===== config.mk =====
export PLATFORM = sky130hd
export DESIGN_NAME = adder_serial_cla_64bit
export DESIGN_NICKNAME = d
export VERILOG_FILES = /design/src/rtl/adder_serial_cla_64bit.sv
export SDC_FILE = /design/constraint.sdc
export NUM_CORES = 1
export LEC_CHECK = 0
export CELL_PAD_IN_SITES_DETAIL_PLACEMENT = 1
export CELL_PAD_IN_SITES_GLOBAL_PLACEMENT = 2
export CORE_UTILIZATION = 29
export CTS_CLUSTER_DIAMETER = 150
export DETAILED_ROUTE_END_ITERATION = 16
export PLACE_DENSITY = 0.8
export SLEW_MARGIN = 20
export SYNTH_ARGS = -nofsm -noshare
export SYNTH_HDL_FRONTEND = slang
export SYNTH_SLANG_ARGS = --single-unit

===== constraint.sdc =====
create_clock -name clk -period 4.9 [get_ports clk]
set_clock_uncertainty 0.05 [all_clocks]
set_input_delay 0.735 -clock clk [delete_from_list [all_inputs] [get_ports clk]]
set_output_delay 0.735 -clock clk [all_outputs]
set_load 0.02 [all_outputs]

===== src/rtl/adder_serial_cla_64bit.sv =====
`default_nettype none
// ============================================================================
// Module      : adder_serial_cla_64bit
// Description : 64-bit adder that works on one 16-bit slice per clock using
//               two-level 4-bit carry lookahead inside the slice. Operands are
//               taken with a valid/ready handshake, and the result is held
//               until the consumer takes it.
//               Optional macro ADDER_SUB_EN adds a 'sub' port for a-b.
// Revision    : 1.0 - initial release
// ============================================================================
module adder_serial_cla_64bit (
    input  logic        clk,
    input  logic        rst,
    input  logic        in_valid,
    output logic        in_ready,
    input  logic [63:0] a,
    input  logic [63:0] b,
    input  logic        cin,
`ifdef ADDER_SUB_EN
    input  logic        sub,
`endif
    output logic        out_valid,
    input  logic        out_ready,
    output logic [63:0] sum,
    output logic        cout,
    output logic        ovf
);

    typedef enum logic [1:0] {
        IDLE = 2'd0,
        CALC = 2'd1,
        DONE = 2'd2
    } state_t;

    state_t      r_state;
    logic [1:0]  r_idx;
    logic        r_carry;
    logic [63:0] r_a;
    logic [63:0] r_b;

    logic [15:0] w_a_sl;
    logic [15:0] w_b_sl;
    logic [15:0] w_p;
    logic [15:0] w_g;
    logic [15:0] w_c;          // carry into each bit of the slice
    logic [15:0] w_s;
    logic [3:0]  w_gg;         // group generate
    logic [3:0]  w_gp;         // group propagate
    logic [3:0]  w_gc;         // carry into each 4-bit group
    logic        w_slice_cout;
    logic [63:0] w_b_eff;
    logic        w_cin_eff;

    // Operand B and initial carry as latched on acceptance
`ifdef ADDER_SUB_EN
    assign w_b_eff   = sub ? ~b : b;
    assign w_cin_eff = sub ? 1'b1 : cin;
`else
    assign w_b_eff   = b;
    assign w_cin_eff = cin;
`endif

    assign in_ready = (r_state == IDLE);

    assign w_a_sl = r_a[{r_idx, 4'b0000} +: 16];
    assign w_b_sl = r_b[{r_idx, 4'b0000} +: 16];
    assign w_p    = w_a_sl ^ w_b_sl;
    assign w_g    = w_a_sl & w_b_sl;

    // Second-level lookahead: carries between groups come straight from the
    // group G/P terms and the slice carry-in, not from rippling.
    assign w_gc[0] = r_carry;
    assign w_gc[1] = w_gg[0] | (w_gp[0] & r_carry);
    assign w_gc[2] = w_gg[1] | (w_gp[1] & w_gg[0]) | (w_gp[1] & w_gp[0] & r_carry);
    assign w_gc[3] = w_gg[2] | (w_gp[2] & w_gg[1]) | (w_gp[2] & w_gp[1] & w_gg[0])
                   | (w_gp[2] & w_gp[1] & w_gp[0] & r_carry);
    assign w_slice_cout = w_gg[3] | (w_gp[3] & w_gg[2]) | (w_gp[3] & w_gp[2] & w_gg[1])
                        | (w_gp[3] & w_gp[2] & w_gp[1] & w_gg[0])
                        | (w_gp[3] & w_gp[2] & w_gp[1] & w_gp[0] & r_carry);

    generate
        for (genvar k = 0; k < 4; k++) begin : g_grp
            logic [3:0] p4;
            logic [3:0] g4;
            logic       c0;
            assign p4 = w_p[4*k +: 4];
            assign g4 = w_g[4*k +: 4];
            assign c0 = w_gc[k];

            assign w_gg[k] = g4[3] | (p4[3] & g4[2]) | (p4[3] & p4[2] & g4[1])
                           | (p4[3] & p4[2] & p4[1] & g4[0]);
            assign w_gp[k] = &p4;

            // First-level lookahead inside the group
            assign w_c[4*k]     = c0;
            assign w_c[4*k + 1] = g4[0] | (p4[0] & c0);
            assign w_c[4*k + 2] = g4[1] | (p4[1] & g4[0]) | (p4[1] & p4[0] & c0);
            assign w_c[4*k + 3] = g4[2] | (p4[2] & g4[1]) | (p4[2] & p4[1] & g4[0])
                                | (p4[2] & p4[1] & p4[0] & c0);
        end
    endgenerate

    assign w_s = w_p ^ w_c;

    // Control FSM, slice sequencing and registered result outputs
    always_ff @(posedge clk) begin
        if (rst) begin
            r_state   <= IDLE;
            r_idx     <= 2'd0;
            r_carry   <= 1'b0;
            r_a       <= 64'd0;
            r_b       <= 64'd0;
            sum       <= 64'd0;
            cout      <= 1'b0;
            ovf       <= 1'b0;
            out_valid <= 1'b0;
        end else begin
            case (r_state)
                IDLE: begin
                    if (in_valid) begin
                        r_a     <= a;
                        r_b     <= w_b_eff;
                        r_carry <= w_cin_eff;
                        r_idx   <= 2'd0;
                        r_state <= CALC;
                    end
                end
                CALC: begin
                    sum[{r_idx, 4'b0000} +: 16] <= w_s;
                    r_carry <= w_slice_cout;
                    r_idx   <= r_idx + 2'd1;
                    if (r_idx == 2'd3) begin
                        // w_c[15] is the carry into bit 63 on the last slice
                        cout      <= w_slice_cout;
                        ovf       <= w_c[15] ^ w_slice_cout;
                        out_valid <= 1'b1;
                        r_state   <= DONE;
                    end
                end
                DONE: begin
                    if (out_ready) begin
                        out_valid <= 1'b0;
                        r_state   <= IDLE;
                    end
                end
                default: begin
                    r_state   <= IDLE;
                    out_valid <= 1'b0;
                end
            endcase
        end
    end

endmodule
`default_nettype wire


==> out/results.ini <==
[floorplanning]
die_y_um=173
coreArea_um2=28800
start_util=0.296
fp-row-count=62
dieArea_um2=30100
ios=201
fp.dieW_um=173

[detailed_routing]
drt_first_pass_iters=6
route.detailed.drc=0
routed_wl_um=27900
wire_per_inst_um=18.3
detail_route.iter0.violations=512
viasPerCell=4.92
vias=7525
ant_nets=0

[timing]
post-route-period-util=0.876
setup_ws_ps=606
finalHoldViolations=0
setup_tns_ps=0
fmax_mhz=233
max_slew_margin=0.271
setup_violations=0
rsz0062_at_grt=no
finalCriticalPeriod_ps=4290
slew_viol_final=0
worst_pin_slew_ps=1090

[grt]
grt_max_degree=111
grt_pass1_vias=7693
grt_overflow=0
grt_pass1_wl_um=43800
grt_antenna_before_repair=0
grt.total_usage=0.188

[clocking]
clk_latency_ps=440
cts_setup_buffers=0
cts_tree=done
cts_sinks=200
clk_pin_slew_ps=80
numCtsBuffers=17
cts_resized=0
cts_buffer_depth=2
root_buffer=clkbuf_16
ctsHtreeMaxLevel=4
cts_hold_buf=0

[synth]
synth.most_common_cell=nand2_1
syn_inst=976
synthTopCellsByArea=dfxtp_1 47%, nand2_1 12%, a21oi_1 8.6%
synth_top_cell_area_share=0.470
yosys_warnings=0
syn-cell-area_um2=8520
seq_area_frac_synth=0.470
synth-seq-cells=200
synth_common_cells=267 x nand2_1, 200 x dfxtp_1, 147 x a21oi_1
yosys_most_used_dff=dfxtp_1
synth_nets=1135
synth_edf_count=0
yosys.area.top_type=dfxtp_1
avgSynthCellArea_um2=8.73
yosys.cell_types.count=52
ys_async_sr_fraction=0

[setup_path]
critPathCaptureType=flip-flop
critical_path_required_ps=5210
critPathLaunchType=flip-flop
setup.worst_path.class=reg2reg
cp_max_fo=29
worstPathArrival_ps=4610

[power]
vdd_drop_max_v=0.000224
p_leak_nw=4.10
power_density_nw_per_um2=319
p_total_mw=3.63

[place]
pre_cts_ws_ps=570
gp_congestion=0.841
io_buffer_count=200
hpwl_um=20600
dp.cells=1497

[cells_and_area]
nets=1291
ff_latch_area_um2=4010
area_growth_pct=33.7
finalNonFillerCells=1529
multi_input_area_um2=4220
n_fill_cell=3318
n_antenna_cell=0
layout-drive-gt1-share=0.0760

[status]
status=finished, final reports clean

[run]
drv_cap=0

[hold_path]
worstHoldPathType=reg2reg

[per-layer routing]
layer  routed length [µm]  global-route usage  vias to the layer above
met4                  313              0.0454                        0
met1                13400               0.259                     3623
met5                    0                   0                        -
met3                 1190              0.0322                       18
met2                13000               0.304                      187
li1                     -                   -                     3697
[through the flow]
step,instance area (µm²),hold slack (ps),util
2_1_floorplan,8520,383,-
3_3_place_gp,10800,390,0.376
3_5_place_dp,10800,397,0.376
4_1_cts,11400,408,0.396
5_1_grt,11400,423,0.396
6_report,11400,406,0.396
[cell families after synthesis]
| logic type | count (synthesis) | synth area share |
|---|---|---|
| adder cells (fa/ha/maj) | 26 | 0.0417 |
| multiplexers | 34 | 0.0869 |
| buffers and inverters | 80 | 0.0363 |
| AND/OR/NAND/NOR | 390 | 0.190 |
| flip-flops | 200 | 0.470 |
| AO/OA/AOI/OAI | 240 | 0.169 |
| XOR/XNOR | 6 | 0.00617 |
[critical path, cell delays in order (launching register included)]
cell and delay (ps):
dfxtp_2 960, buf_4 320, mux4_2 530, ha_1 360, a21oi_1 210, o21ai_1 140
a221oi_2 480, nand2_1 140, fa_1 400, xor2_1 340, a22oi_1 120, nor2_1 140
[path summary, 6_finish.rpt]
kind                 start  endpoint  cells after the start  slack, ps
setup / recovery  r_idx[0]   sum[29]                     11        610
setup reg to reg  r_idx[0]   sum[29]                     11        610
hold / removal     r_b[30]   r_b[30]                      2        410
hold reg to reg    r_b[30]   r_b[30]                      2        410
[final cells by class]
class                           count  area share
Clock inverter                     14      0.0128
Tap cell                          384      0.0422
Inverter                            6     0.00198
Timing Repair Buffer              211       0.183
Clock buffer                       18      0.0377
Multi-Input combinational cell    696       0.371
Sequential cell                   200       0.352
[flip-flops by register name (all words and copies together), names as in the netlist]
signal,flops
sum,64
g_grp.c0,1
r_state,2
cout,1
r_b,64
r_idx,2
r_a,64
out_valid,1
ovf,1
[where the power goes]
part	internal (mW)	switching [mW]	total, mW
Combinational	0.235	0.282	0.517
Sequential	1.69	0.0552	1.75
Clock	0.675	0.690	1.37
[cell usage in the layout, fill, tap and decap left out, types with 3 or more instances in the layout]
cell               n
nand2_1          266
o31ai_1            8
o41ai_1            4
fa_1               4
clkinv_8           3
o21ai_0           10
nor3_1             5
clkinv_4           5
a21o_1             6
clkdlybuf4s50_1  199
o311ai_0           3
clkinvlp_4         3
inv_1              6
a21oi_1          147
mux4_2            32
nand2b_1           4
or3_1              3
ha_1              22
buf_4             11
dfxtp_1          198
a22oi_1           44
clkbuf_16         17
xor2_1             4
a211oi_1           5
nor2_1            72
or4_1              5
nand3b_1          16
No activity file was read; power rests on OpenSTA's default activity.
